`src/rtl/disp_switch_pkg.sv`:
```
// Shared constants for the classify-and-route stage: arbitration modes and
// default word geometry.
package disp_switch_pkg;

    localparam int DEF_DATA_SIZE = 10;
    localparam int DEF_MAIN_SIZE = 8;

    typedef enum logic {
        PRIO_STRICT = 1'b0,
        PRIO_RR     = 1'b1
    } prio_e;

    function automatic logic is_round_robin(input int mode);
        return mode == int'(PRIO_RR);
    endfunction

endpackage

```
`src/rtl/disp_switch_sync_fifo.sv`:
```
// Single-clock FIFO with occupancy flags; a push into a full FIFO is accepted
// only when a pop happens in the same cycle, otherwise it is dropped.
module sync_fifo #(
    parameter int WIDTH     = 8,
    parameter int DEPTH     = 8,
    parameter int AF_THRESH = 6,
    parameter int AE_THRESH = 2
) (
    input  logic             clk,
    input  logic             reset,
    input  logic             i_push,
    input  logic             i_pop,
    input  logic [WIDTH-1:0] i_data,
    output logic [WIDTH-1:0] o_head,
    output logic             o_empty,
    output logic             o_full,
    output logic             o_almost_full,
    output logic             o_almost_empty,
    output logic             o_drop
);

    localparam int PTR_W = $clog2(DEPTH);
    localparam int CNT_W = PTR_W + 1;

    logic [WIDTH-1:0] r_mem [DEPTH];
    logic [PTR_W-1:0] r_wr_ptr;
    logic [PTR_W-1:0] r_rd_ptr;
    logic [CNT_W-1:0] r_count;
    logic             w_wr_en;
    logic             w_rd_en;

    assign o_empty        = (r_count == '0);
    assign o_full         = (r_count == CNT_W'(DEPTH));
    assign o_almost_full  = (r_count >= CNT_W'(AF_THRESH));
    assign o_almost_empty = (r_count <= CNT_W'(AE_THRESH));

    assign w_rd_en = i_pop & ~o_empty;
    assign w_wr_en = i_push & (~o_full | w_rd_en);
    assign o_drop  = i_push & ~w_wr_en;

    // When full, write and read pointers coincide; the head is read before the
    // edge that overwrites that slot, so push+pop on a full FIFO is safe.
    assign o_head = r_mem[r_rd_ptr];

    always_ff @(posedge clk) begin
        if (w_wr_en) begin
            r_mem[r_wr_ptr] <= i_data;
        end
    end

    always_ff @(posedge clk) begin
        if (reset) begin
            r_wr_ptr <= '0;
            r_rd_ptr <= '0;
            r_count  <= '0;
        end else begin
            if (w_wr_en) begin
                r_wr_ptr <= r_wr_ptr + 1'b1;
            end
            if (w_rd_en) begin
                r_rd_ptr <= r_rd_ptr + 1'b1;
            end
            case ({w_wr_en, w_rd_en})
                2'b10:   r_count <= r_count + 1'b1;
                2'b01:   r_count <= r_count - 1'b1;
                default: r_count <= r_count;
            endcase
        end
    end

endmodule

```
`src/rtl/disp_switch.sv`:
```
// N-channel classify-and-route stage: class field selects a channel FIFO, an
// arbiter drains one word per cycle onto a registered payload bus.
module disp_switch
    import disp_switch_pkg::*;
#(
    parameter int DATA_SIZE  = DEF_DATA_SIZE,
    parameter int MAIN_SIZE  = DEF_MAIN_SIZE,
    parameter int NUM_CH     = 4,
    parameter int FIFO_DEPTH = 8,
    parameter int AF_THRESH  = 6,
    parameter int AE_THRESH  = 2,
    parameter int PRIO_MODE  = 0,
    localparam int CH_W      = $clog2(NUM_CH)
) (
    input  logic                 clk,
    input  logic                 reset,
    input  logic [DATA_SIZE-1:0] in,
    input  logic                 in_valid,
    output logic                 in_pause,
    input  logic                 out_pause,
    output logic [MAIN_SIZE-1:0] out_data,
    output logic [CH_W-1:0]      out_ch,
    output logic                 out_valid,
    output logic [NUM_CH-1:0]    fifo_empty,
    output logic [NUM_CH-1:0]    fifo_full,
    output logic [NUM_CH-1:0]    almost_full,
    output logic [NUM_CH-1:0]    almost_empty,
    output logic [NUM_CH-1:0]    fifo_error,
    output logic                 Error
);

    logic [CH_W-1:0]      w_ch;
    logic [NUM_CH-1:0]    w_push;
    logic [NUM_CH-1:0]    w_pop;
    logic [NUM_CH-1:0]    w_drop;
    logic [MAIN_SIZE-1:0] w_head [NUM_CH];
    logic [CH_W-1:0]      w_start;
    logic [CH_W-1:0]      w_grant;
    logic                 w_found;
    logic                 w_pop_any;

    logic [MAIN_SIZE-1:0] r_out_data;
    logic [CH_W-1:0]      r_out_ch;
    logic                 r_out_valid;
    logic [CH_W-1:0]      r_last_grant;
    logic [NUM_CH-1:0]    r_fifo_error;

    assign w_ch = in[MAIN_SIZE +: CH_W];

    // Class bits above the channel index carry no routing information.
    if (DATA_SIZE > MAIN_SIZE + CH_W) begin : g_class_hi
        logic w_class_hi_unused;
        assign w_class_hi_unused = ^in[DATA_SIZE-1:MAIN_SIZE+CH_W];
    end

    for (genvar g = 0; g < NUM_CH; g++) begin : g_ch
        assign w_push[g] = in_valid & (w_ch == CH_W'(g));

        sync_fifo #(
            .WIDTH     (MAIN_SIZE),
            .DEPTH     (FIFO_DEPTH),
            .AF_THRESH (AF_THRESH),
            .AE_THRESH (AE_THRESH)
        ) u_fifo (
            .clk            (clk),
            .reset          (reset),
            .i_push         (w_push[g]),
            .i_pop          (w_pop[g]),
            .i_data         (in[MAIN_SIZE-1:0]),
            .o_head         (w_head[g]),
            .o_empty        (fifo_empty[g]),
            .o_full         (fifo_full[g]),
            .o_almost_full  (almost_full[g]),
            .o_almost_empty (almost_empty[g]),
            .o_drop         (w_drop[g])
        );
    end

    // Strict priority always scans from channel 0; round robin scans from the
    // channel after the last one actually popped.
    assign w_start = is_round_robin(PRIO_MODE) ? r_last_grant + 1'b1 : '0;

    always_comb begin
        logic [CH_W-1:0] idx;
        w_found = 1'b0;
        w_grant = '0;
        for (int i = 0; i < NUM_CH; i++) begin
            idx = w_start + CH_W'(i);
            if (!w_found && !fifo_empty[idx]) begin
                w_found = 1'b1;
                w_grant = idx;
            end
        end
    end

    assign w_pop_any = ~out_pause & w_found;
    assign w_pop     = w_pop_any ? (NUM_CH'(1) << w_grant) : '0;

    always_ff @(posedge clk) begin
        if (reset) begin
            r_out_valid  <= 1'b0;
            r_out_data   <= '0;
            r_out_ch     <= '0;
            r_last_grant <= CH_W'(NUM_CH - 1);
            r_fifo_error <= '0;
        end else begin
            r_out_valid  <= w_pop_any;
            r_fifo_error <= r_fifo_error | w_drop;
            if (w_pop_any) begin
                r_out_data   <= w_head[w_grant];
                r_out_ch     <= w_grant;
                r_last_grant <= w_grant;
            end
        end
    end

    assign out_data   = r_out_data;
    assign out_ch     = r_out_ch;
    assign out_valid  = r_out_valid;
    assign fifo_error = r_fifo_error;
    assign Error      = |r_fifo_error;
    assign in_pause   = |almost_full;

endmodule

```
`config.mk`:
```
export PLATFORM = sky130hd
export DESIGN_NAME = disp_switch
export DESIGN_NICKNAME = d
export VERILOG_FILES = /design/src/rtl/disp_switch_pkg.sv /design/src/rtl/disp_switch_sync_fifo.sv /design/src/rtl/disp_switch.sv
export SDC_FILE = /design/constraint.sdc
export NUM_CORES = 1
export LEC_CHECK = 0
export CAP_MARGIN = 20
export CORE_ASPECT_RATIO = 1.25
export CORE_MARGIN = 4
export CORE_UTILIZATION = 40
export CTS_CLUSTER_DIAMETER = 80
export DETAILED_ROUTE_END_ITERATION = 16
export GPL_TIMING_DRIVEN = 0
export PLACE_DENSITY_LB_ADDON = 0.08
export SKIP_CTS_REPAIR_TIMING = 1
export SYNTH_ARGS = -nofsm -noshare
export SYNTH_HDL_FRONTEND = slang
export SYNTH_HIERARCHICAL = 1
export SYNTH_SLANG_ARGS = --single-unit
```
`constraint.sdc`:
```
create_clock -name clk -period 8.3 [get_ports clk]
set_input_delay 1.66 -clock clk [delete_from_list [all_inputs] [get_ports clk]]
set_output_delay 1.66 -clock clk [all_outputs]
set_load 0.005 [all_outputs]
```
==> results of run 1 <==
-- final timing paths --
| check | cells past startpoint | to | start |
|---|---|---|---|
| worst max-delay path | 15 | g_ch[3].u_fifo/r_count[3]$_SDFFE_PP0P_ | g_ch[2].u_fifo/r_count[1]$_SDFFE_PP0P_ |
| worst min-delay path | 2 | fifo_error[0]$_SDFF_PP0_ | fifo_error[0]$_SDFF_PP0_ |
| worst max register to register | 15 | g_ch[3].u_fifo/r_count[3]$_SDFFE_PP0P_ | g_ch[2].u_fifo/r_count[1]$_SDFFE_PP0P_ |
| worst min register to register | 2 | fifo_error[0]$_SDFF_PP0_ | fifo_error[0]$_SDFF_PP0_ |
-- per-layer routing --
layer  track usage  wire length, microns  up-vias
met1         0.209                 12900     3813
met2         0.282                 15300      171
li1              -                     -     3461
met3        0.0312                  1400       43
met4        0.0450                   707        0
met5             0                     0        -
-- state kept, by name, indices dropped and copies added, names as in the netlist, named ones only --
signal,count
g_ch.u_fifo/r_mem,256
g_ch.u_fifo/r_count,16
g_ch.u_fifo/r_rd_ptr,12
g_ch.u_fifo/r_wr_ptr,12
out_data,8
fifo_error,4
out_ch,2
out_valid,1
-- cell families after synthesis --
logic type,share of synthesized area
compound gates,0.0566
xor+xnor,0.0180
fa+ha+maj,0.0206
buf+inv,0.0270
flops,0.662
mux,0.141
simple gates,0.0745
-- power by group --
part           switching (W)  internal, W  total (W)
logic              0.0000933    0.0000679   0.000161
clock network       0.000599     0.000907    0.00151
registers         0.00000905      0.00176    0.00177
-- cells in the final DEF (no fill, tap or decap), types with 5 or more instances in the layout --
cell                              count
sky130_fd_sc_hd__clkinv_1             6
sky130_fd_sc_hd__buf_1                8
sky130_fd_sc_hd__nand2b_1            25
sky130_fd_sc_hd__edfxtp_1           256
sky130_fd_sc_hd__a31o_2               7
sky130_fd_sc_hd__nand3_1              8
sky130_fd_sc_hd__xor2_1              16
sky130_fd_sc_hd__buf_4               22
sky130_fd_sc_hd__mux4_2              64
sky130_fd_sc_hd__clkbuf_1             9
sky130_fd_sc_hd__nor3_1              25
sky130_fd_sc_hd__a211oi_1            16
sky130_fd_sc_hd__buf_6               10
sky130_fd_sc_hd__and4b_1              5
sky130_fd_sc_hd__a21oi_1             12
sky130_fd_sc_hd__clkdlybuf4s50_1     45
sky130_fd_sc_hd__dfxtp_1             67
sky130_fd_sc_hd__buf_2               20
sky130_fd_sc_hd__buf_16               5
sky130_fd_sc_hd__ha_1                16
sky130_fd_sc_hd__mux2_2              32
sky130_fd_sc_hd__clkinv_2             6
sky130_fd_sc_hd__inv_1               16
sky130_fd_sc_hd__or3_1                8
sky130_fd_sc_hd__nor2_1              92
sky130_fd_sc_hd__clkbuf_16           37
sky130_fd_sc_hd__nand2_1             17
sky130_fd_sc_hd__mux2i_1             12
sky130_fd_sc_hd__xnor2_1             12
sky130_fd_sc_hd__o211ai_1            12
sky130_fd_sc_hd__a221oi_2             8
-- worst min-delay path, cell delays in order, from the launching register on --
cell,delay (ns)
sky130_fd_sc_hd__dfxtp_1,0.32
sky130_fd_sc_hd__nor2_1,0.08
sky130_fd_sc_hd__nor2_1,0.05
-- through the flow --
stage | setup slack [ns] | cells
global route | 3.56 | 1390
detailed placement | 3.38 | 1326
floorplan | 4.11 | 832
CTS | 3.61 | 1388
finish | 3.76 | 1390
global placement | 3.04 | 1300
-- layout make-up --
class                      instances  area (sq um)  share of cell area
tap                              423           529              0.0329
sequential                       323          9030               0.561
clock buffer                      44           992              0.0616
buffer                            48           308              0.0191
multi-input combinational        445          4270               0.265
inverter                          16          60.1             0.00373
clock inverter                    18           144             0.00894
timing repair buffer              73           768              0.0477
==> reports/summary.json, run 1 <==
{
  "detailed_routing": {
    "route.detailed.wl_per_inst_microns": 21.8,
    "drt-total-wl_microns": 30300,
    "dr.first_iter.drc_count": 484,
    "routed_via_density": 5.39,
    "drt_pass1_iterations": 5,
    "remaining_drc_errors": 0,
    "drt.antenna.violating_nets": 0,
    "detailroute.via_count": 7488
  },
  "placement": {
    "hpwlAfterDp_microns": 21400,
    "placement.cell_area_sq_um": 14900,
    "io_buffer_count": 45,
    "gpl.final_weighted_congestion": 0.819
  },
  "setup_path": {
    "endpoint_kind": "register",
    "crit_family": "simple AND/OR/NAND/NOR gates",
    "path_cells": "buf_2, or3_1, buf_6, nor2_1, and4b_1, buf_4, nor2b_1, o21ai_2, or2_2, inv_1, ha_1, a21oi_1, a21oi_1, or3_1, a31oi_1",
    "critical-path-slowest-cell": "sky130_fd_sc_hd__nor2b_1",
    "criticalPathCategory": "reg2reg",
    "timing.reg2reg.setup_slack_ns": 3.76,
    "start_kind": "register",
    "timing.critical_path.buf_inv": 4,
    "crit_path_max_fanout": 9,
    "cp_data_arrival_time_ns": 4.98,
    "cpPeakStageDelay_ns": 0.60,
    "required_time_at_the_endpoint_of_the_critical_path_ns": 8.74
  },
  "logic_synthesis": {
    "mappedNetlistArea_sq_um": 13600,
    "synth_top_area_frac": 0.564,
    "synth_edf_count": 256,
    "top_count_cell_post_synth": "sky130_fd_sc_hd__edfxtp_1",
    "synth.net_count": 866,
    "synth.ff_latch_count": 323,
    "synth_top_cells_by_count": "sky130_fd_sc_hd__edfxtp_1 (256), sky130_fd_sc_hd__nor2_1 (92), sky130_fd_sc_hd__dfxtp_1 (67)",
    "syn_area_per_cell_sq_um": 16.4,
    "netlist_top_cells_area": "sky130_fd_sc_hd__edfxtp_1 (56%), sky130_fd_sc_hd__mux4_2 (11%), sky130_fd_sc_hd__dfxtp_1 (9.8%)",
    "yosysUniqueCellTypes": 46,
    "ys_dominant_reg_cell": "sky130_fd_sc_hd__edfxtp_1",
    "seq_area_frac_synth": 0.662,
    "synth_async_sr_flop_share": 0,
    "number_of_cells_produced_by_synthesis": 832,
    "cell_taking_the_most_area_after_synthesis": "sky130_fd_sc_hd__edfxtp_1",
    "yosys_warnings": 6
  },
  "pwr": {
    "power_density_nw_per_um2": 213,
    "vdd.ir_drop.worst_uv": 104,
    "power.leakage_nw": 5.39,
    "totalPowerFinal_w": 0.00344
  },
  "global_route": {
    "total_gr_overflow": 0,
    "number_of_global_route_vias_before_repair": 7744,
    "grt_first_pass_wirelength_microns": 46200,
    "grt_use_total": 0.162,
    "antenna_violations_before_repair": 1,
    "maximum_number_of_pins_on_one_net_before_global_route_repair": 33
  },
  "finish": {
    "layout.filler_cells": 2875,
    "final_area_sq_um": 16100,
    "num_antenna_cells": 0,
    "area_growth_pct": 18.1,
    "drive_above_1_share": 0.257,
    "final_net_count": 975,
    "finish.utilization": 0.479
  },
  "timing": {
    "grt_setup_unrepaired": "false",
    "period_needed_ns": 4.54,
    "finalCritPeriodShare": 0.547,
    "timing.fmax_mhz": 220,
    "finalClockSkew_ns": 0.0176,
    "report.final.hold_viol_count": 0,
    "total_of_endpoints_with_negative_setup_slack_in_the_final_report": 0,
    "timing.slew.headroom": 0.305,
    "worst_pin_slew_ns": 1.04,
    "finalSetupTns_ns": 0,
    "timing.hold.ws_ns": 0.492,
    "pins_over_slew_limit": 0
  },
  "run": {
    "cap_viol_max_count": 0
  },
  "status": {
    "result_of_the_run": "completed"
  },
  "clock_network": {
    "clk_pin_slew_ns": 0.06,
    "htree_levels": 2,
    "ctsLongestPathBuffers": 3,
    "cts_tree": "done",
    "cts-root-buf": "sky130_fd_sc_hd__clkbuf_16",
    "cts_buffers": 34,
    "worst_skew_pair.late_latency_ns": 0.51,
    "clock_sinks": 323
  },
  "die": {
    "die_height_microns": 214,
    "io_pins": 47,
    "floorplan.die_area_sq_um": 37100,
    "fp.dieW_microns": 173,
    "fp-row-count": 75,
    "core_region_area_sq_um": 33600,
    "starting_density_of_the_core": 0.406
  },
  "min_path": {
    "timing.hold.worst.class": "reg2reg"
  }
}
Power figures use the tool's default switching activity.
==> run 2: changes to the inputs <==
==> constraint.sdc (replaced) <==
create_clock -name clk -period 3.75 [get_ports clk]
set_input_delay 0.75 -clock clk [delete_from_list [all_inputs] [get_ports clk]]
set_output_delay 0.75 -clock clk [all_outputs]
set_load 0.005 [all_outputs]
==> run 2 against run 1 <==
  * Sequential share of layout area is 0.27 points lower
  * Cell area increased by 0.48%
  * Maximum frequency is 27% higher
  * Clock power rose by 120%
  * Die area unchanged
  * Core utilization grew 0.23 points
  * First-iteration DRC count is 3.9% higher
  * Power is 120% higher
  * Flip-flop and latch count unchanged
  * Routed wire length about the same
  * Setup slack got worse by 3.6 ns
  * Critical endpoint unchanged
==> reports/summary.json, run 2 (synthesis results as in run 1) <==
{
  "die": {
    "floorplan.die_area": {"value": 37100, "unit": "sq um", "change": "unchanged"},
    "io_pins": {"value": 47, "change": "unchanged"},
    "core_region_area": {"value": 33600, "unit": "sq um", "change": "unchanged"},
    "fp-row-count": {"value": 75, "change": "unchanged"},
    "fp.dieW": {"value": 173, "unit": "microns", "change": "unchanged"},
    "starting_density_of_the_core": {"value": 0.406, "change": "unchanged"},
    "die_height": {"value": 214, "unit": "microns", "change": "unchanged"}
  },
  "min_path": {
    "hold_path_end": "fifo_error[0]$_SDFF_PP0_",
    "timing.hold.worst.class": "reg2reg",
    "hp-start": "fifo_error[0]$_SDFF_PP0_",
    "holdPathStages": {"value": 2, "change": "unchanged"}
  },
  "timing": {
    "grt_setup_unrepaired": "true",
    "report.final.hold_viol_count": {"value": 0, "change": "unchanged"},
    "worst_pin_slew": {"value": 1.05, "unit": "ns", "change": "+0.00829 ns"},
    "timing.hold.ws": {"value": 0.492, "unit": "ns", "change": "+0.000295 ns"},
    "finalCritPeriodShare": {"value": 0.955, "change": "+0.408"},
    "finalWorstSetupSlack": {"value": 0.167, "unit": "ns", "change": "-3.59 ns"},
    "total_of_endpoints_with_negative_setup_slack_in_the_final_report": {"value": 0, "change": "unchanged"},
    "finalClockSkew": {"value": 0.0181, "unit": "ns", "change": "+0.000523 ns"},
    "timing.slew.headroom": {"value": 0.299, "change": "-0.00554"},
    "pins_over_slew_limit": {"value": 0, "change": "unchanged"},
    "timing.fmax": {"value": 279, "unit": "MHz", "change": "+27%"},
    "period_needed": {"value": 3.58, "unit": "ns", "change": "-0.959 ns"}
  },
  "setup_path": {
    "required_time_at_the_endpoint_of_the_critical_path": {"value": 4.19, "unit": "ns", "change": "-4.55 ns"},
    "critical-path-slowest-cell": "sky130_fd_sc_hd__or3_1",
    "crit_family": "simple AND/OR/NAND/NOR gates",
    "criticalPathCategory": "reg2reg",
    "timing.critical_path.buf_inv": {"value": 4, "change": "unchanged"},
    "most_repeated_library_cell_on_the_critical_path": "sky130_fd_sc_hd__or3_1",
    "cpPeakStageDelay": {"value": 0.37, "unit": "ns", "change": "-0.23 ns"},
    "cp_data_arrival_time": {"value": 4.02, "unit": "ns", "change": "-0.96 ns"},
    "endpoint_kind": "register",
    "timing.reg2reg.setup_slack": {"value": 0.17, "unit": "ns", "change": "-3.59 ns"},
    "crit_path_max_fanout": {"value": 9, "change": "unchanged"},
    "start_kind": "register",
    "ff2ff_path_depth": {"value": 15, "change": "unchanged"},
    "worst_r2r_startpoint": "g_ch[2].u_fifo/r_count[1]$_SDFFE_PP0P_",
    "r2r_end": "g_ch[3].u_fifo/r_count[3]$_SDFFE_PP0P_",
    "path_cells": "buf_2, or3_1, buf_6, nor2_4, and4b_1, buf_4, nor2b_4, o21ai_2, or2_2, inv_1, ha_1, a21oi_2, a21oi_1, or3_1, a31oi_1"
  },
  "global_route": {
    "number_of_global_route_vias_before_repair": {"value": 7744, "change": "unchanged"},
    "grt_most_used_layer": "met2",
    "total_gr_overflow": {"value": 0, "change": "unchanged"},
    "antenna_violations_before_repair": {"value": 1, "change": "unchanged"},
    "grt.met3_usage": {"value": 0.0312, "change": "unchanged"},
    "groute.layer.met1.usage": {"value": 0.209, "change": "unchanged"},
    "maximum_number_of_pins_on_one_net_before_global_route_repair": {"value": 33, "change": "unchanged"},
    "grt_use_total": {"value": 0.162, "change": "unchanged"},
    "grt_first_pass_wirelength": {"value": 46200, "unit": "microns", "change": "unchanged"},
    "groute.layer.met2.usage": {"value": 0.282, "change": "unchanged"}
  },
  "finish": {
    "largest_register": "g_ch.u_fifo/r_mem",
    "finish.utilization": {"value": 0.481, "change": "+0.00231"},
    "drive_above_1_share": {"value": 0.270, "change": "+0.0126"},
    "final_area": {"value": 16200, "unit": "sq um", "change": "+0.48%"},
    "layout_commonest_cell": "sky130_fd_sc_hd__edfxtp_1",
    "layout.cells.most_common_list": "sky130_fd_sc_hd__edfxtp_1 (256), sky130_fd_sc_hd__nor2_1 (88), sky130_fd_sc_hd__dfxtp_1 (67)",
    "max_ffs_per_register": {"value": 256, "change": "unchanged"},
    "layout_top_registers": "g_ch.u_fifo/r_mem: 256 flops, g_ch.u_fifo/r_count: 16 flops",
    "final_net_count": {"value": 978, "change": "+0.31%"},
    "area_growth_pct": 18.6,
    "num_antenna_cells": {"value": 0, "change": "unchanged"}
  },
  "detailed_routing": {
    "drt.antenna.violating_nets": {"value": 0, "change": "unchanged"},
    "route.detailed.wl_per_inst": {"value": 21.7, "unit": "microns", "change": "-0.15%"},
    "remaining_drc_errors": {"value": 0, "change": "unchanged"},
    "drt_pass1_iterations": {"value": 4, "change": "-1"},
    "drt-total-wl": {"value": 30300, "unit": "microns", "change": "about the same"},
    "routed_via_density": {"value": 5.37, "change": "-0.36%"},
    "dr.first_iter.drc_count": {"value": 503, "change": "+3.9%"},
    "detailroute.via_count": {"value": 7477, "change": "-0.15%"}
  },
  "run": {
    "cap_viol_max_count": {"value": 0, "change": "unchanged"}
  },
  "placement": {
    "io_buffer_count": {"value": 45, "change": "unchanged"},
    "hpwlAfterDp": {"value": 21400, "unit": "microns", "change": "unchanged"},
    "gpl.final_weighted_congestion": {"value": 0.819, "change": "unchanged"},
    "placement.cell_area": {"value": 14900, "unit": "sq um", "change": "unchanged"},
    "dp_slack": {"value": -0.962, "unit": "ns", "change": "-4.34 ns"}
  },
  "clock_network": {
    "clock_sinks": {"value": 323, "change": "unchanged"},
    "htree_levels": {"value": 2, "change": "unchanged"},
    "clk_pin_slew": {"value": 0.06, "unit": "ns", "change": "about the same"},
    "cts_tree": "done",
    "cts-root-buf": "sky130_fd_sc_hd__clkbuf_16",
    "cts_buffers": {"value": 34, "change": "unchanged"},
    "worst_skew_pair.late_latency": {"value": 0.51, "unit": "ns", "change": "about the same"},
    "ctsLongestPathBuffers": {"value": 3, "change": "unchanged"}
  },
  "pwr": {
    "vdd.ir_drop.worst": {"value": 232, "unit": "uV", "change": "+120%"},
    "power_density": {"value": 471, "unit": "nW/um^2", "change": "+120%"},
    "power.leakage": {"value": 5.42, "unit": "nW", "change": "+0.60%"}
  },
  "status": {
    "result_of_the_run": "completed"
  }
}
run 2: cell types whose count changed in the layout (fill, tap and decap cells not counted), sizes merged:
cell / delta
buf: +4
clkbuf: -1
run 2: worst max-delay path by stage:
stage               slack [ns]  cells after the start                              startpoint                                     end
global route           -0.0007                     15  g_ch[2].u_fifo/r_count[1]$_SDFFE_PP0P_  g_ch[3].u_fifo/r_count[3]$_SDFFE_PP0P_
detailed placement       -0.96                     14  g_ch[0].u_fifo/r_count[1]$_SDFFE_PP0P_  g_ch[1].u_fifo/r_count[3]$_SDFFE_PP0P_
finish                    0.17                     15  g_ch[2].u_fifo/r_count[1]$_SDFFE_PP0P_  g_ch[3].u_fifo/r_count[3]$_SDFFE_PP0P_
global placement         -1.27                      9  g_ch[0].u_fifo/r_count[1]$_SDFFE_PP0P_    g_ch[1].u_fifo/r_mem[0][3]$_DFFE_PP_
CTS                      -0.94                     14  g_ch[0].u_fifo/r_count[1]$_SDFFE_PP0P_  g_ch[1].u_fifo/r_count[3]$_SDFFE_PP0P_
floorplan                 0.05                     14  g_ch[0].u_fifo/r_count[1]$_SDFFE_PP0P_  g_ch[1].u_fifo/r_count[3]$_SDFFE_PP0P_
run 2: where the power goes:
part / switching [W] / internal [W] / leakage, nW / total [W]
registers: 0.0000201 / 0.00389 / 2.85 / 0.00392
logic: 0.000208 / 0.000154 / 2.02 / 0.000363
clock network: 0.00133 / 0.00201 / 0.554 / 0.00333
total: 0.00155 / 0.00606 / 5.42 / 0.00761
run 2: layout make-up:
class / count / area, sq um
buffer: 48 / 312
clock buffer: 44 / 992
clock inverter: 18 / 144
fill: 2868 / 17400
inverter: 16 / 60.1
multi-input combinational: 445 / 4320
sequential: 323 / 9030
tap: 423 / 529
timing repair buffer: 76 / 791
run 2: metal layers:
layer,part of all wire,vias up
met5,0,-
met4,0.023,0
met3,0.039,42
met2,0.51,150
met1,0.43,3815
li1,-,3470
run 2: per-stage QoR:
| stage | TNS [ns] | cells | total power [W] |
|---|---|---|---|
| after floorplan | 0 | 832 | 0.00416 |
| after global placement | -124.58 | 1300 | 0.00431 |
| after detailed placement | -76.35 | 1326 | 0.00435 |
| after CTS | -78.32 | 1388 | 0.00771 |
| after global routing | -0.000663 | 1393 | 0.00791 |
| final | 0 | 1393 | 0.00761 |
run 2: worst min-delay path, cell delays in order (launching register included):
cell and delay [ns]:
sky130_fd_sc_hd__dfxtp_1 0.32, sky130_fd_sc_hd__nor2_1 0.08, sky130_fd_sc_hd__nor2_1 0.05
==> run 3: changes to the inputs <==
--- a/config.mk
+++ b/config.mk
@@ -7,7 +7,6 @@
 export LEC_CHECK = 0
 export CAP_MARGIN = 20
 export CORE_ASPECT_RATIO = 1.25
-export CORE_MARGIN = 4
 export CORE_UTILIZATION = 40
 export CTS_CLUSTER_DIAMETER = 80
 export DETAILED_ROUTE_END_ITERATION = 16
==> run 3 against run 2 <==
  * Maximum frequency grew 0.29%
  * Cell count rose by 0.57%
  * Routed wire length up 0.58%
  * Via count up 0.40%
  * Count of clock-buffer cells in the layout is 1 higher
  * Worst hold slack worse by 0.0036 ns
==> reports/summary.json, run 3 (synthesis results as in run 1) <==
{
  "clock_network": {
    "cts_tree": "done",
    "cts-root-buf": "sky130_fd_sc_hd__clkbuf_16",
    "ctsLongestPathBuffers": {"value": 3, "change": "unchanged"},
    "clock_sinks": {"value": 323, "change": "unchanged"},
    "cts_buffers": {"value": 34, "change": "unchanged"},
    "htree_levels": {"value": 2, "change": "unchanged"},
    "clk_pin_slew": {"value": 0.06, "unit": "ns", "change": "about the same"},
    "worst_skew_pair.late_latency": {"value": 0.51, "unit": "ns", "change": "about the same"}
  },
  "timing": {
    "total_of_endpoints_with_negative_setup_slack_in_the_final_report": {"value": 0, "change": "unchanged"},
    "timing.fmax": {"value": 280, "unit": "MHz", "change": "+0.29%"},
    "grt_setup_unrepaired": "true",
    "pins_over_slew_limit": {"value": 0, "change": "unchanged"},
    "period_needed": {"value": 3.57, "unit": "ns", "change": "-0.0105 ns"},
    "worst_pin_slew": {"value": 1.08, "unit": "ns", "change": "+0.0345 ns"},
    "timing.slew.headroom": {"value": 0.276, "change": "-0.0231"},
    "report.final.hold_viol_count": {"value": 0, "change": "unchanged"},
    "finalWorstSetupSlack": {"value": 0.178, "unit": "ns", "change": "+0.0105 ns"},
    "finalClockSkew": {"value": 0.0164, "unit": "ns", "change": "-0.00171 ns"},
    "finalCritPeriodShare": {"value": 0.953, "change": "-0.00279"},
    "finalSetupTns": {"value": 0, "unit": "ns", "change": "unchanged"}
  },
  "pwr": {
    "vdd.ir_drop.worst": {"value": 292, "unit": "uV", "change": "+26%"},
    "power_density": {"value": 474, "unit": "nW/um^2", "change": "+0.80%"},
    "power.leakage": {"value": 5.48, "unit": "nW", "change": "+1.0%"}
  },
  "detailed_routing": {
    "remaining_drc_errors": {"value": 0, "change": "unchanged"},
    "drt-total-wl": {"value": 30500, "unit": "microns", "change": "+0.58%"},
    "drt.antenna.violating_nets": {"value": 0, "change": "unchanged"},
    "routed_via_density": {"value": 5.36, "change": "-0.17%"},
    "detailroute.via_count": {"value": 7507, "change": "+0.40%"},
    "route.detailed.wl_per_inst": {"value": 21.7, "unit": "microns", "change": "about the same"},
    "dr.first_iter.drc_count": {"value": 439, "change": "-13%"},
    "drt_pass1_iterations": {"value": 4, "change": "unchanged"}
  },
  "finish": {
    "final_cell_count_no_fill": {"value": 1401, "change": "+0.57%"},
    "max_ffs_per_register": {"value": 256, "change": "unchanged"},
    "layout_commonest_cell": "sky130_fd_sc_hd__edfxtp_1",
    "final_net_count": {"value": 986, "change": "+0.82%"},
    "layout.filler_cells": {"value": 2831, "change": "-1.3%"},
    "drive_above_1_share": {"value": 0.275, "change": "+0.00523"},
    "layout_top_registers": "g_ch.u_fifo/r_mem: 256 flops, g_ch.u_fifo/r_count: 16 flops",
    "largest_register": "g_ch.u_fifo/r_mem",
    "area_growth_pct": 19.5,
    "layout.cells.most_common_list": "sky130_fd_sc_hd__edfxtp_1 (256), sky130_fd_sc_hd__nor2_1 (88), sky130_fd_sc_hd__dfxtp_1 (67)"
  },
  "global_route": {
    "grt_use_total": {"value": 0.179, "change": "+0.0167"},
    "groute.layer.met2.usage": {"value": 0.311, "change": "+0.0286"},
    "maximum_number_of_pins_on_one_net_before_global_route_repair": {"value": 33, "change": "unchanged"},
    "total_gr_overflow": {"value": 0, "change": "unchanged"},
    "antenna_violations_before_repair": {"value": 0, "change": "-1"},
    "number_of_global_route_vias_before_repair": {"value": 7909, "change": "+2.1%"},
    "grt.met3_usage": {"value": 0.0289, "change": "-0.00230"},
    "groute.layer.met1.usage": {"value": 0.225, "change": "+0.0159"},
    "grt_first_pass_wirelength": {"value": 46200, "unit": "microns", "change": "about the same"},
    "grt_most_used_layer": "met2"
  },
  "status": {
    "result_of_the_run": "completed"
  },
  "setup_path": {
    "launching_element_of_the_worst_setup_path": "g_ch[1].u_fifo/r_count[1]$_SDFFE_PP0P_",
    "worst_r2r_startpoint": "g_ch[1].u_fifo/r_count[1]$_SDFFE_PP0P_",
    "cp_data_arrival_time": {"value": 4.00, "unit": "ns", "change": "-0.02 ns"},
    "timing.reg2reg.setup_slack": {"value": 0.18, "unit": "ns", "change": "about the same"},
    "crit_path_max_fanout": {"value": 9, "change": "unchanged"},
    "r2r_end": "g_ch[3].u_fifo/r_count[3]$_SDFFE_PP0P_",
    "required_time_at_the_endpoint_of_the_critical_path": {"value": 4.18, "unit": "ns", "change": "about the same"},
    "start_kind": "register",
    "critPathCapture": "g_ch[3].u_fifo/r_count[3]$_SDFFE_PP0P_",
    "criticalPathCategory": "reg2reg",
    "endpoint_kind": "register",
    "ff2ff_path_depth": {"value": 15, "change": "unchanged"}
  },
  "die": {
    "io_pins": {"value": 47, "change": "unchanged"},
    "die_height": {"value": 208, "unit": "microns", "change": "-2.8%"},
    "fp.dieW": {"value": 167, "unit": "microns", "change": "-3.5%"},
    "floorplan.die_area": {"value": 34800, "unit": "sq um", "change": "-6.2%"},
    "fp-row-count": {"value": 75, "change": "unchanged"},
    "core_region_area": {"value": 33600, "unit": "sq um", "change": "unchanged"},
    "starting_density_of_the_core": {"value": 0.406, "change": "unchanged"}
  },
  "run": {
    "cap_viol_max_count": {"value": 0, "change": "unchanged"}
  },
  "placement": {
    "gpl.final_weighted_congestion": {"value": 0.858, "change": "+4.8%"},
    "io_buffer_count": {"value": 45, "change": "unchanged"},
    "place_inst": {"value": 1324, "change": "-0.15%"},
    "hpwlAfterDp": {"value": 21600, "unit": "microns", "change": "+0.77%"},
    "dp_slack": {"value": -0.894, "unit": "ns", "change": "+0.0676 ns"}
  },
  "min_path": {
    "timing.hold.worst.class": "reg2reg",
    "holdPathStages": {"value": 2, "change": "unchanged"}
  }
}
run 3: area by class of cell:
type	instances	area, sq um	share of cell area
flip-flops and latches	323	9030	0.554
multi-input cells	445	4340	0.266
clock buffers	45	986	0.0605
repair buffers	84	846	0.0519
well taps	423	529	0.0325
plain buffers	48	315	0.0194
clock inverters	16	179	0.0110
inverters	16	60.1	0.00369
diodes	1	2.50	0.000154
run 3: worst max-delay path: stages (launching register included):
cell,delay (ns)
sky130_fd_sc_hd__dfxtp_1,0.31
sky130_fd_sc_hd__buf_2,0.16
sky130_fd_sc_hd__or3_1,0.36
sky130_fd_sc_hd__buf_6,0.16
sky130_fd_sc_hd__nor2_4,0.21
sky130_fd_sc_hd__and4b_1,0.24
sky130_fd_sc_hd__buf_6,0.16
sky130_fd_sc_hd__nor2b_4,0.26
sky130_fd_sc_hd__o21ai_2,0.12
sky130_fd_sc_hd__or2_2,0.33
sky130_fd_sc_hd__inv_1,0.09
sky130_fd_sc_hd__ha_1,0.27
sky130_fd_sc_hd__a21oi_2,0.19
sky130_fd_sc_hd__a21oi_1,0.10
sky130_fd_sc_hd__or3_1,0.36
sky130_fd_sc_hd__a31oi_1,0.16
run 3: layer usage:
layer  up-vias  routed length (microns)
li1       3491                        -
met1      3818                    13100
met2       154                    15500
met3        44                     1100
met4         0                      812
met5         -                        0
run 3: through the flow:
step	util	total power [W]	area (sq um)	hold slack, ns
2_1_floorplan	-	0.00416	13600	0.470
3_3_place_gp	0.435	0.00431	14600	0.490
3_5_place_dp	0.443	0.00434	14900	0.478
4_1_cts	0.478	0.00780	16000	0.492
5_1_grt	0.485	0.00797	16300	0.512
6_report	0.485	0.00773	16300	0.488
run 3: worst min path at each step:
stage                        startpoint                        to  slack [ns]
6_report       fifo_error[3]$_SDFF_PP0_  fifo_error[3]$_SDFF_PP0_        0.49
2_1_floorplan  fifo_error[3]$_SDFF_PP0_  fifo_error[3]$_SDFF_PP0_        0.47
3_3_place_gp   fifo_error[0]$_SDFF_PP0_  fifo_error[0]$_SDFF_PP0_        0.49
4_1_cts        fifo_error[3]$_SDFF_PP0_  fifo_error[3]$_SDFF_PP0_        0.49
5_1_grt        fifo_error[3]$_SDFF_PP0_  fifo_error[3]$_SDFF_PP0_        0.51
3_5_place_dp   fifo_error[3]$_SDFF_PP0_  fifo_error[3]$_SDFF_PP0_        0.48
run 3: power breakdown:
| part | switching (W) | leakage (nW) | internal, W |
|---|---|---|---|
| logic | 0.000210 | 2.06 | 0.000158 |
| registers | 0.0000207 | 2.85 | 0.00389 |
| clock network | 0.00132 | 0.569 | 0.00212 |
==> edit 1: new RTL, flow settings as in run 3 <==
The parameter `PRIO_MODE` goes from 0 to 1.
--- a/src/rtl/disp_switch.sv
+++ b/src/rtl/disp_switch.sv
@@ -10,5 +10,5 @@
     parameter int AF_THRESH  = 6,
     parameter int AE_THRESH  = 2,
-    parameter int PRIO_MODE  = 0,
+    parameter int PRIO_MODE  = 1,
     localparam int CH_W      = $clog2(NUM_CH)
 ) (
Function: changed (Yosys sat finds a counterexample within 10 cycles, from zero or initial values and one cycle with reset high).
==> edit 1 against run 3 <==
The flow now finishes with violations (negative setup slack); sequential share of layout area decreased by 1.6 points; combinational power increased by 18%; wire length increased by 2.4%; via count increased by 2.5%; synthesized area increased by 0.58%; core utilization increased by 1.5 points; total power increased by 0.15%; sequential cell count increased by 2; setup slack got worse by 180 ps; design area increased by 3.4%; clock power decreased by 2%; die area increased by 0.57%.
==> edit 1: results <==
[clocking]
clockBufferDepth = 3
numCtsBuffers = 34
clockRootBuffer = "clkbuf_16"
clock_latency_ps = 510
cts-htree-levels = 2
clkTransAtPathRegs_ps = 60

[finish]
drive_gt1_frac = 0.315
diodes = 0
top_regs = "g_ch.u_fifo/r_mem: 256 flops, g_ch.u_fifo/r_count: 16 flops"
nNetsFinal = 1025

[route]
drc = 0
wirelength_mm = 31.2
firstDrtPassIters = 4
drt_iter0_markers = 377
num_vias = 7698
wire_per_inst_um = 21.7

[yosys]
synth_common_cells = "256 x edfxtp_1, 80 x nor2_1, 69 x dfxtp_1, 64 x mux4_2, 38 x nand2_1"
synth_warnings = 6
ys_types = 51
yosysSeqAreaShare = 0.661
synth-async-reset-ratio = 0
synth-edff-count = 256
synth_cells = 845
ys_top_cells_by_area = "edfxtp_1 56%, mux4_2 11%, dfxtp_1 10%"
synth_nets = 879

[critical_path]
crit_fanout = 8
worstPathArrival_ps = 3890
critical-path-max-stage-delay_ps = 760
cp_top_family = "simple AND/OR/NAND/NOR gates"
worstSetupStartpointType = "flip-flop"
crit_slowest_cell = "nor2_1"
worstReg2RegStart = "g_ch[0].u_fifo/r_count[0]"

[sta]
setup_viol = 14
slew_headroom = 0.387
fin_ws_ps = -6.29
skew_ps = 11.0

[hold_path]
holdCritStartpoint = "out_ch[1]"
holdCritPathClass = "reg -> reg"

[placed_design]
globalplace.congestion = 0.793
dp_hpwl_mm = 21.7
dp_cells = 1340
place_ws_ps = -795
port_buffers = 46

[grt]
grt_start_max_net_pins = 33
grt_use_total = 0.180
grt_pass1_vias = 7949
grt_antenna_before_repair = 0
grt_pass1_wl_mm = 47.0

[status]
outcome = "finished, violations left"
violations = "negative setup slack"

[pwr]
leakagePower_uw = 0.00561
clkPwrFrac = 0.434
power.internal_uw = 6120
pwr-share-seq = 0.510
ir_drop_mv = 0.305
## edit 1: cell types whose count changed in the layout (fill, tap and decap cells not counted), sizes merged, moves of 8 or more
cell,delta
mux2i,+16
buf,+25
nor2,-12
a31o,-8
a32o,+8
a211oi,-8
nand2b,-8
nand2,+21
a221oi,-8
## edit 1: cells by family (layout without fill, tap and decap cells)
kind of cell,Yosys count,after routing,synth area share
mux,124,124,0.152
compound gates,73,73,0.0465
simple gates,212,212,0.0746
fa+ha+maj,20,20,0.0204
buf+inv,63,235,0.0272
xor+xnor,28,28,0.0179
flops,325,325,0.661
## edit 1: layer usage
layer | vias to the layer above | GRT usage | routed length [um]
met5 | - | 0 | 0
met4 | 0 | 0.0680 | 799
met3 | 44 | 0.0275 | 1260
met2 | 151 | 0.298 | 15300
met1 | 3943 | 0.239 | 13800
li1 | 3560 | - | -
## edit 1: cell type report
class | instances | area (um^2)
Clock inverter | 16 | 149
Clock buffer | 46 | 960
Buffer | 45 | 327
Sequential cell | 325 | 9070
Fill cell | 2792 | 16800
Inverter | 16 | 65.1
Tap cell | 423 | 529
Timing Repair Buffer | 112 | 1060
Multi-Input combinational cell | 457 | 4680
## edit 1: tightest hold or removal path: stages, from the launching register on
cell	delay, ps
dfxtp_1	310
nand2_1	50
a21oi_1	60
## edit 1: through the flow
stage               hold slack, ps  TNS, ps  area (um^2)  power (uW)
global placement               463  -150640        14700        4360
global route                   517    -4780        16800        7990
detailed placement             457  -107760        15000        4400
finish                         469    -35.6        16800        7740
CTS                            475  -113310        16100        7770
floorplan                      453    -10.0        13700        4210
## edit 1: final timing paths
path	end	slack, ps	cells after the start
max	g_ch[2].u_fifo/r_mem[6][1]	-6	13
min	out_ch[1]	470	2
max reg2reg	g_ch[2].u_fifo/r_mem[6][1]	-6	13
min reg2reg	out_ch[1]	470	2
==> edit 2: new RTL, settings of run 3 <==
Without the edit above. Make the reset (`reset`) asynchronous in 2 clocked blocks.
--- a/src/rtl/disp_switch_sync_fifo.sv
+++ b/src/rtl/disp_switch_sync_fifo.sv
@@ -49,5 +49,5 @@
     end
 
-    always_ff @(posedge clk) begin
+    always_ff @(posedge clk or posedge reset) begin
         if (reset) begin
             r_wr_ptr <= '0;
--- a/src/rtl/disp_switch.sv
+++ b/src/rtl/disp_switch.sv
@@ -97,5 +97,5 @@
     assign w_pop     = w_pop_any ? (NUM_CH'(1) << w_grant) : '0;
 
-    always_ff @(posedge clk) begin
+    always_ff @(posedge clk or posedge reset) begin
         if (reset) begin
             r_out_valid  <= 1'b0;
Function: differs if reset is asserted again (counterexample within 4 cycles, from zero or initial values and one cycle with reset high); with reset held inactive, the same outputs for 4 cycles.
==> edit 2 against run 3 <==
The run now ends with design-rule violations left; worst hold slack gained 9.3 ps; first-iteration DRC count grew 37%; wire length shrank 1.3%; via count decreased by 4.4%; setup slack lost 68 ps; sequential cell count decreased by 12; synthesized area fell by 1.1%; design area decreased by 1.4%; critical path depth shrank 2; critical endpoint is now g_ch[1].u_fifo/r_count[3].
Power is not compared: it rests on default switching activity, and its combinational part moved more than twofold at a synthesized area within 25%.
==> edit 2: results <==
[finish]
drive_gt1_frac = 0.285
finalCoreUtilization = 0.487

[route]
drt-met1-wl_mm = 13.3
drc = 8
drt_iter0_markers = 601
viasPerCell = 5.43
num_vias = 7180
firstDrtPassIters = 12
routed-wl-met2_mm = 15.0
met3WireLength_mm = 1.11

[grt]
met3_usage = 0.0263
grt_pass1_wl_mm = 45.0
grt_use_total = 0.175
grt_use_met2 = 0.298
grt_use_met1 = 0.236

[status]
outcome = "finished, violations left"
violations = "design-rule violations"

[placed_design]
globalplace.congestion = 0.785
place_ws_ps = -991
placed_cell_area_mm2 = 0.0147

[yosys]
avgSynthCellArea_um2 = 17.5
ys_top_cells_by_area = "edfxtp_1 57%, dfrtp_1 10%, mux4_2 7.7%"
synth-adder-area-share = 0.0208
yosysSeqAreaShare = 0.672
synth_compound_area_frac = 0.0440
synthXorXnorAreaFrac = 0.0156
ys_types = 53
synth_common_cells = "256 x edfxtp_1, 55 x dfrtp_1, 48 x nor2_1, 46 x mux4_2, 44 x mux2_2"
synth-async-reset-ratio = 0.177
muxShareOfSynthArea = 0.156

[sta]
slew_headroom = 0.225

[critical_path]
worstPathArrival_ps = 4070
edit 2: cell types whose count changed after synthesis, moves of 12 or more:
cell and change:
dfxtp_1 -67, dfrtp_1 +55, nor2_1 -44, nand2_1 +26, mux4_1 +18, mux4_2 -18
nor3_1 -16, a211oi_1 -12, mux2_2 +12, o211ai_1 -12
edit 2: final cells by class:
class | count | area share
antenna | 1 | 0.000156
buffer | 40 | 0.0175
inverter | 26 | 0.00631
tap | 418 | 0.0326
multi-input combinational | 393 | 0.259
clock inverter | 18 | 0.0119
clock buffer | 43 | 0.0591
sequential | 311 | 0.565
timing repair buffer | 73 | 0.0485
edit 2: path summary, 6_finish.rpt:
path | start | to | slack [ps] | cells past startpoint
max | g_ch[0].u_fifo/r_count[2] | g_ch[1].u_fifo/r_count[3] | 110 | 13
min | fifo_error[1] | fifo_error[1] | 500 | 1
max reg2reg | g_ch[0].u_fifo/r_count[2] | g_ch[1].u_fifo/r_count[3] | 110 | 13
min reg2reg | fifo_error[1] | fifo_error[1] | 500 | 1
max in group asynchronous | reset | out_data[0] | 2190 | 2
min in group asynchronous | reset | g_ch[1].u_fifo/r_rd_ptr[2] | 960 | 2
edit 2: worst max-delay path, stage by stage (launching register included):
cell        delay, ps
dfrtp_2           430
or3_1             390
buf_6             160
nor2_4            280
clkinvlp_4        330
nor3_4            400
o21ai_4           130
or2_4             260
inv_1              80
ha_1              220
a211o_1           330
nand3_1           120
mux2_2            350
nand3_1            80
edit 2: power breakdown:
part	internal, uW	switching [uW]	leakage [uW]	total (uW)
logic	1600	1540	0.00206	3140
clock network	2070	1310	0.000560	3380
registers	4100	301	0.00298	4400
total	7760	3150	0.00559	10900
